File: src/rtl/bk_csel_adder_pipe.sv
// bk_csel_adder_pipe: two-stage pipelined carry-select adder/subtractor.
//   Stage 1 splits the operands into SEG_W-bit segments. Each segment gets a
//   Brent-Kung prefix adder for sum0/c0, and a binary-to-excess-1 converter
//   (BEC) that derives sum1/c1 = sum0 + 1. Stage 2 ripples the select carry
//   through one mux per segment.
//   Flow control is a single-stall valid/ready pipeline. Stage 1 may still
//   fill while stage 2 holds a stalled result.
//   Optional build macro BKCSA_ZERO_FLAG_EN adds a registered 'zero' output
//   (sum == 0).
module bk_csel_adder_pipe #(
   parameter int WIDTH = 32,
   parameter int SEG_W = 4
) (
   input  logic             clk,
   input  logic             rst,
   input  logic             in_valid,
   output logic             in_ready,
   input  logic [WIDTH-1:0] a,
   input  logic [WIDTH-1:0] b,
   input  logic             cin,
   input  logic             sub,
   output logic             out_valid,
   input  logic             out_ready,
   output logic [WIDTH-1:0] sum,
   output logic             cout,
`ifdef BKCSA_ZERO_FLAG_EN
   output logic             zero,
`endif
   output logic             ovf
);

   localparam int NSEG = (WIDTH + SEG_W - 1) / SEG_W;

   // ---------------------------------------------------------------------
   // Handshake
   // ---------------------------------------------------------------------
   logic s1_valid_q;
   logic out_valid_q;
   logic accept;
   logic advance;

   assign advance  = !out_valid_q || out_ready;
   assign in_ready = !s1_valid_q || advance;
   assign accept   = in_valid && in_ready;

   // ---------------------------------------------------------------------
   // Stage 1: operand conditioning and per-segment speculative sums
   // ---------------------------------------------------------------------
   logic [WIDTH-1:0] b_eff;
   logic             c_first;
   logic [WIDTH-1:0] sum0_d, sum1_d;
   logic [NSEG-1:0]  c0_d, c1_d;

   assign b_eff   = sub ? ~b : b;
   assign c_first = sub | cin;          // subtract forces the +1 of two's complement

   for (genvar k = 0; k < NSEG; k++) begin : g_seg
      localparam int LO = k * SEG_W;
      localparam int SW = (k == NSEG - 1) ? (WIDTH - LO) : SEG_W;

      logic [SW-1:0] x, y, p, gg, pp, cv, s0, s1;
      logic          ci;
      logic          run;

      assign x  = a[LO +: SW];
      assign y  = b_eff[LO +: SW];
      // Only segment 0 sees the real carry-in; the others assume 0 and let
      // stage 2 pick the +1 variant when needed.
      assign ci = (k == 0) ? c_first : 1'b0;

      // Brent-Kung prefix: up-sweep builds power-of-two groups, down-sweep
      // fills the remaining prefixes; gg[i] ends as the carry out of bit i.
      always_comb begin
         // NOTE: every variable gets a full default first, so no latch is inferred.
         p     = x ^ y;
         gg    = x & y;
         pp    = p;
         gg[0] = gg[0] | (pp[0] & ci);
         for (int d = 1; d < SW; d = d * 2) begin
            for (int i = 2 * d - 1; i < SW; i = i + 2 * d) begin
               gg[i] = gg[i] | (pp[i] & gg[i-d]);
               pp[i] = pp[i] & pp[i-d];
            end
         end
         for (int d = 4; d >= 1; d = d / 2) begin
            if (2 * d < SW) begin
               for (int i = 3 * d - 1; i < SW; i = i + 2 * d) begin
                  gg[i] = gg[i] | (pp[i] & gg[i-d]);
                  pp[i] = pp[i] & pp[i-d];
               end
            end
         end
         cv    = '0;
         cv[0] = ci;
         for (int i = 1; i < SW; i++) begin
            cv[i] = gg[i-1];
         end
         s0 = p ^ cv;
      end

      // BEC: sum0 + 1 by toggling each bit whose lower bits are all ones.
      always_comb begin
         s1  = '0;
         run = 1'b1;
         for (int i = 0; i < SW; i++) begin
            s1[i] = s0[i] ^ run;
            run   = run & s0[i];
         end
      end

      assign sum0_d[LO +: SW] = s0;
      assign sum1_d[LO +: SW] = s1;
      assign c0_d[k]          = gg[SW-1];
      assign c1_d[k]          = gg[SW-1] | run;
   end

   logic [WIDTH-1:0] sum0_q, sum1_q;
   logic [NSEG-1:0]  c0_q, c1_q;
   logic             a_msb_q, b_msb_q;

   // Stage-1 valid: updates whenever stage 1 is free to take new data
   always_ff @(posedge clk) begin
      // NOTE: non-blocking assignments so every register samples pre-edge values.
      if (rst) begin
         s1_valid_q <= 1'b0;
      end else if (in_ready) begin
         s1_valid_q <= accept;
      end
   end

   // Stage-1 datapath capture on accept
   always_ff @(posedge clk) begin
      // NOTE: no reset on the data registers; s1_valid_q alone says whether they hold anything.
      if (accept) begin
         sum0_q  <= sum0_d;
         sum1_q  <= sum1_d;
         c0_q    <= c0_d;
         c1_q    <= c1_d;
         a_msb_q <= a[WIDTH-1];
         b_msb_q <= b_eff[WIDTH-1];
      end
   end

   // ---------------------------------------------------------------------
   // Stage 2: carry-select ripple and result assembly
   // ---------------------------------------------------------------------
   logic [NSEG:0]    sel_c;
   logic [WIDTH-1:0] sum_d;
   logic             cout_d;
   logic             ovf_d;

   // Select-carry ripple. sel_c[0] is 0 because segment 0 already holds its
   // true sum, so its mux resolves to sum0.
   always_comb begin
      sel_c = '0;
      for (int k = 1; k <= NSEG; k++) begin
         sel_c[k] = sel_c[k-1] ? c1_q[k-1] : c0_q[k-1];
      end
   end

   for (genvar k = 0; k < NSEG; k++) begin : g_sel
      localparam int LO = k * SEG_W;
      localparam int SW = (k == NSEG - 1) ? (WIDTH - LO) : SEG_W;
      assign sum_d[LO +: SW] = sel_c[k] ? sum1_q[LO +: SW] : sum0_q[LO +: SW];
   end

   assign cout_d = sel_c[NSEG];
   assign ovf_d  = (a_msb_q == b_msb_q) && (sum_d[WIDTH-1] != a_msb_q);

   logic [WIDTH-1:0] sum_q;
   logic             cout_q;
   logic             ovf_q;

   // Output stage: loads on advance, keeps the last result across bubbles
   always_ff @(posedge clk) begin
      if (rst) begin
         out_valid_q <= 1'b0;
         sum_q       <= '0;
         cout_q      <= 1'b0;
         ovf_q       <= 1'b0;
      end else if (advance) begin
         out_valid_q <= s1_valid_q;
         if (s1_valid_q) begin
            sum_q  <= sum_d;
            cout_q <= cout_d;
            ovf_q  <= ovf_d;
         end
      end
   end

   assign out_valid = out_valid_q;
   assign sum       = sum_q;
   assign cout      = cout_q;
   assign ovf       = ovf_q;

`ifdef BKCSA_ZERO_FLAG_EN
   logic zero_q;

   // Zero flag: registered alongside sum with identical hold behaviour
   always_ff @(posedge clk) begin
      if (rst) begin
         zero_q <= 1'b0;
      end else if (advance && s1_valid_q) begin
         zero_q <= (sum_d == '0);
      end
   end

   assign zero = zero_q;
`endif

endmodule
File: config.mk
export PLATFORM = sky130hd
export DESIGN_NAME = bk_csel_adder_pipe
export DESIGN_NICKNAME = d
export VERILOG_FILES = /design/src/rtl/bk_csel_adder_pipe.sv
export SDC_FILE = /design/constraint.sdc
export NUM_CORES = 1
export LEC_CHECK = 0
export ABC_AREA = 0
export BUFFER_PORTS_ARGS = -buffer_cell sky130_fd_sc_hd__buf_2
export CORE_ASPECT_RATIO = 1.4
export CORE_MARGIN = 4
export CORE_UTILIZATION = 35
export DETAILED_ROUTE_END_ITERATION = 10
export PLACE_DENSITY = 0.55
export SYNTH_ARGS = -nofsm -noshare
export SYNTH_HDL_FRONTEND = slang
export SYNTH_SLANG_ARGS = --single-unit
File: constraint.sdc
create_clock -name clk -period 6.2 [get_ports clk]
set_input_delay 0.31 -clock clk [delete_from_list [all_inputs] [get_ports clk]]
set_output_delay 0.31 -clock clk [all_outputs]
set_load 0.05 [all_outputs]
* Word-level counts from Yosys, hierarchy flattened
Cells that the tools add are included.
** Storage, ports and cells
- Bits of input ports :: 70
- Flip-flop bits (word level) :: 118
** Cells by class
- Reduce and logical (&&, ||, !) cells :: 7
- Bitwise logic cells :: 164
- Equality and inequality tests :: 2
- Multiplexer cells :: 15
** Operator list (number)
- 1-bit AND :: 65
- 4-bit XOR :: 16
- 1-bit OR :: 42
- 4-bit AND :: 8
- 32-bit 2-to-1 mux :: 1
- 32-bit NOT :: 1
- 4-bit 2-to-1 mux :: 7
- 1-bit XOR :: 24
- 1-bit NOT :: 8
- 1-bit 2-to-1 mux :: 7
- 1-bit logical AND :: 2
- 1-bit logical NOT :: 2
- 1-bit logical OR :: 2
- 2-bit AND reduction :: 1
- 1-bit == test :: 1
- 1-bit != test :: 1

* Longest topological paths before layout
- Depth after elaboration :: 14
- Depth in mapped cells :: 11
- Depth with buffers taken out :: 9

* Least setup slack after synthesis
Ideal clock, no wire load.
- Path type :: flip-flop to flip-flop
- From :: register out_valid_q, in the netlist out_valid
- To :: register a_msb_q, enable pin
- Stages on the path, launching flop included :: 4
- Required time :: 5.757 ns
- Path slack :: 2.801 ns
- Setup time :: 0.443 ns
- Arrival :: 2.956 ns
- Cells stage by stage :: dfxtp_1 -> nor2b_1 -> nand2_1 -> and2_1
** On the way
- Word-level cells in the longest chain between the ends :: 4
** RTL lines
- start: declaration :: RTL line 38 : logic out_valid_q;
- start signal: assignment :: RTL line 182 : out_valid_q <= s1_valid_q;
- 1-bit logical NOT :: RTL line 42 : assign advance = !out_valid_q || out_ready;
- 1-bit logical OR :: RTL line 42
- 1-bit logical OR :: RTL line 43 : assign in_ready = !s1_valid_q || advance;
- via in_ready :: RTL line 17 : output logic in_ready,
- 1-bit logical AND :: RTL line 44 : assign accept = in_valid && in_ready;
- via accept :: RTL line 39 : logic accept;
- end signal: assignment :: RTL line 139 : a_msb_q <= a[WIDTH-1];
- end: declaration :: RTL line 119 : logic a_msb_q, b_msb_q;
The timed path passes the listed nets, and every way through them passes these cells.
A chain may end at the register's enable or synchronous reset.

* Worst setup path after layout
- From :: input port sub
- To :: register c1_q[5], data pin
** RTL lines
- start: declaration :: RTL line 21 : input logic sub,
- 32-bit 2-to-1 mux * :: RTL line 54 : assign b_eff = sub ? ~b : b;
- 4-bit XOR or 4-bit AND (tied branches) :: RTL line 75, 76
- 1-bit AND :: RTL line 81 : gg[i] = gg[i] | (pp[i] & gg[i-d]);
- 1-bit OR :: RTL line 81
- 4-bit XOR * :: RTL line 98 : s0 = p ^ cv;
- via g_seg[5].s0[2] :: RTL line 61 : logic [SW-1:0] x, y, p, gg, pp, cv, s0, s1;
- 1-bit AND * (2 in a row) :: RTL line 107 : run = run & s0[i];
- 1-bit OR * :: RTL line 114 : assign c1_d[k] = gg[SW-1] | run;
- via c1_d[5] :: RTL line 52 : logic [NSEG-1:0] c0_d, c1_d;
- end signal: assignment :: RTL line 138 : c1_q <= c1_d;
- end: declaration :: RTL line 118 : logic [NSEG-1:0] c0_q, c1_q;
The timed path passes the listed nets; every way through them passes the cells marked *.

==> results.cfg <==
[outcome]
status = finished clean

[grt]
grt_overflow = 0
grt_max_degree = 78
grt.total_usage = 0.131
grt_pass1_vias = 3672
antenna_found_initial = 0
grt_pass1_wl_mm = 18.2

[sta]
slew-limit-headroom = 0.325
finalCritPeriodShare = 0.489
finalSetupViolations = 0
min_period_ns = 3.03
hold_viol = 0
whs_ns = 0.133
worst_slack_ns = 3.17
finalClockSkew_ns = 0.00506
slew_viol_final = 0
fmax_mhz = 330
rsz0062_at_grt = false
fin_setup_tns_ns = 0
tightest_slew_ns = 1.01

[routing]
wirelength_mm = 11.0
drt_iter0_drc = 137
vias = 3454
via_per_inst = 4.56
routedWlPerCell_um = 14.6
ant_nets = 0
drt_pass1_iterations = 4
drc = 0

[power]
p_leak_nw = 3.13
powerDensity_nw_per_um2 = 335
p_total_mw = 2.30
vdd_drop_max_uv = 181

[synthesis]
synthXorXnorAreaFrac = 0.0620
synth-seq-area-share = 0.537
ys_ff_latch = 113
ys_async_sr_fraction = 0
synthSimpleGateAreaFrac = 0.0660
synth_cells = 439
synth_compound_area_frac = 0.0733
synth_fa_ha_area_frac = 0.158
syn_avg_cell_area_um2 = 12.9
synth_top_family_by_area = adder cells
syn_nets = 570
ys.flop_type = edfxtp_1
synth_mux_area_frac = 0.0612
synth_edf_count = 77
ys_warn_count = 0
syn-cell-area_um2 = 5650
ys_types = 35

[min_path]
hold_depth = 1
hp-start = a[31]
hold_path.class = in -> reg
whs_endpoint = a_msb_q

[cells_and_area]
nets = 679
fill_cells = 1505
area_delta_synth_final_pct = 21.7
drive_gt1_frac = 0.269
final_util = 0.436
layout.cells.non_filler = 757
fin_area_um2 = 6870
antennaDiodeCount = 0

[clock_network]
insertion_delay_ns = 0.40
cts_tree = done
clk_pin_slew_ns = 0.05
postCtsResizedCells = 0
post_cts_buffers = 0
cts_buffers = 17
root_buffer = clkbuf_16
htreeDepth = 4
clock_sinks = 113
hold_buffers = 0
clock_path_buffers = 2

[worst_setup_path]
cp.arrival_ns = 3.18
cp_num_buf_inv = 4
crit_fanout = 25
critical-path-slowest-cell = buf_2
path_delay_family = adder cells
critPathMaxStageDelay_ns = 0.59
crit_chain = buf_2 > buf_4 > xor2_1 > ha_1 > inv_1 > fa_1 > inv_1 > fa_1 > ha_1 > ha_1 > or2_2
ff2ff_path_depth = 5
r2r-end = sum[18]
critical_path_required_ns = 6.34
start_kind = input port
r2r_slack_ns = 3.22
worst-setup-path-type = in -> reg
cp_common_cell = ha_1
endpoint_kind = flip-flop
reg2reg_from = c0_q[0]

[place]
gp_congestion = 0.730
placed_cell_area_um2 = 6360
placed_cells_incl_taps = 725
dp_slack_ns = 2.68
portBuffers = 105
dp_hpwl_mm = 8.14

[floorplanning]
core_um2 = 15700
die_area_um2 = 18300
start_util = 0.359
placementRows = 54
die_h_um = 158
ios = 106
dieWidth_um = 115

[run]
cap_violations = 0
-- per-layer routing --
layer  part of all wire  global-route usage
met5                  0                   0
met4             0.0098              0.0470
met3              0.053              0.0380
met2               0.53               0.232
met1               0.40               0.149
-- cell families after synthesis --
group,count (synthesis)
AOI/OAI and AO/OA,58
muxes,32
buffers and inverters,60
xor gates and xnor gates,40
DFF,113
adders and majority gates,61
and+or+nand+nor,75
-- state kept, by name, summed over array words and instances (netlist names) --
| signal | cells |
|---|---|
| cout | 1 |
| sum | 32 |
| ovf | 1 |
| sum1_q | 28 |
| c1_q | 7 |
| b_msb_q | 1 |
| c0_q | 8 |
| a_msb_q | 1 |
| sum0_q | 32 |
| s1_valid_q | 1 |
| out_valid | 1 |
-- where the power goes --
| group | leakage (nW) | total, mW | switching [mW] | internal [mW] |
|---|---|---|---|---|
| logic | 1.83 | 0.481 | 0.287 | 0.194 |
| registers | 1.05 | 0.996 | 0.0416 | 0.955 |
| clock network | 0.245 | 0.826 | 0.324 | 0.502 |
| total | 3.13 | 2.30 | 0.653 | 1.65 |
-- layout by cell type (no fill, tap or decap), types with 2 or more instances in the layout --
cell        instances
nand2b_1            3
edfxtp_1           77
clkinvlp_4          4
xor2_1             30
mux2i_1            30
and2_1              2
a21oi_1             8
buf_4               2
clkbuf_1            3
inv_1              43
nor2_1             35
clkinv_2            8
nand3_1             3
or2_2               7
dfxtp_1            36
mux2i_4             2
ha_1               44
xnor2_1            10
nand2_1            11
a21o_1             14
nor2b_1             3
nand3b_1            3
fa_1               17
a211oi_1           29
clkbuf_16          17
o21ai_0             2
buf_2             105
and2_4              2
-- cells in the mapped netlist, types with 2 or more instances --
library cell  number  area share
edfxtp_1          77        0.41
ha_1              44       0.097
inv_1             43       0.029
dfxtp_1           36        0.13
nor2_1            35       0.023
mux2i_1           30       0.053
xor2_1            30       0.047
a211oi_1          29       0.039
fa_1              17       0.060
a21o_1            14       0.019
clkbuf_1          14      0.0093
nand2_1           11      0.0073
xnor2_1           10       0.016
a21oi_1            8      0.0071
or2_2              7      0.0078
nor2b_1            4      0.0044
and2_1             3      0.0033
nand2b_1           3      0.0033
nand3_1            3      0.0027
nand3b_1           3      0.0040
buf_6              2      0.0040
mux2i_4            2      0.0080
o21ai_0            2      0.0018
-- worst max-delay path by stage --
stage                     cells after the start      start  slack (ns)      end
after floorplan                               3  out_valid        2.80  a_msb_q
after global placement                       11        sub        2.76  c1_q[4]
after detailed placement                     11        sub        2.68  c1_q[4]
after CTS                                    11        sub        3.11  c1_q[4]
after global routing                          5    c0_q[0]        2.98  sum[18]
final                                        11        sub        3.17  c1_q[5]
-- cell type report --
cell class / instances / area (µm²) / area share
timing repair buffer: 107 / 541 / 0.0787
multi-input combinational: 266 / 2380 / 0.347
tap: 196 / 245 / 0.0357
clock buffer: 20 / 437 / 0.0636
sequential: 113 / 3030 / 0.441
inverter: 43 / 161 / 0.0235
clock inverter: 12 / 70.1 / 0.0102
Power figures use the tool's default switching activity.
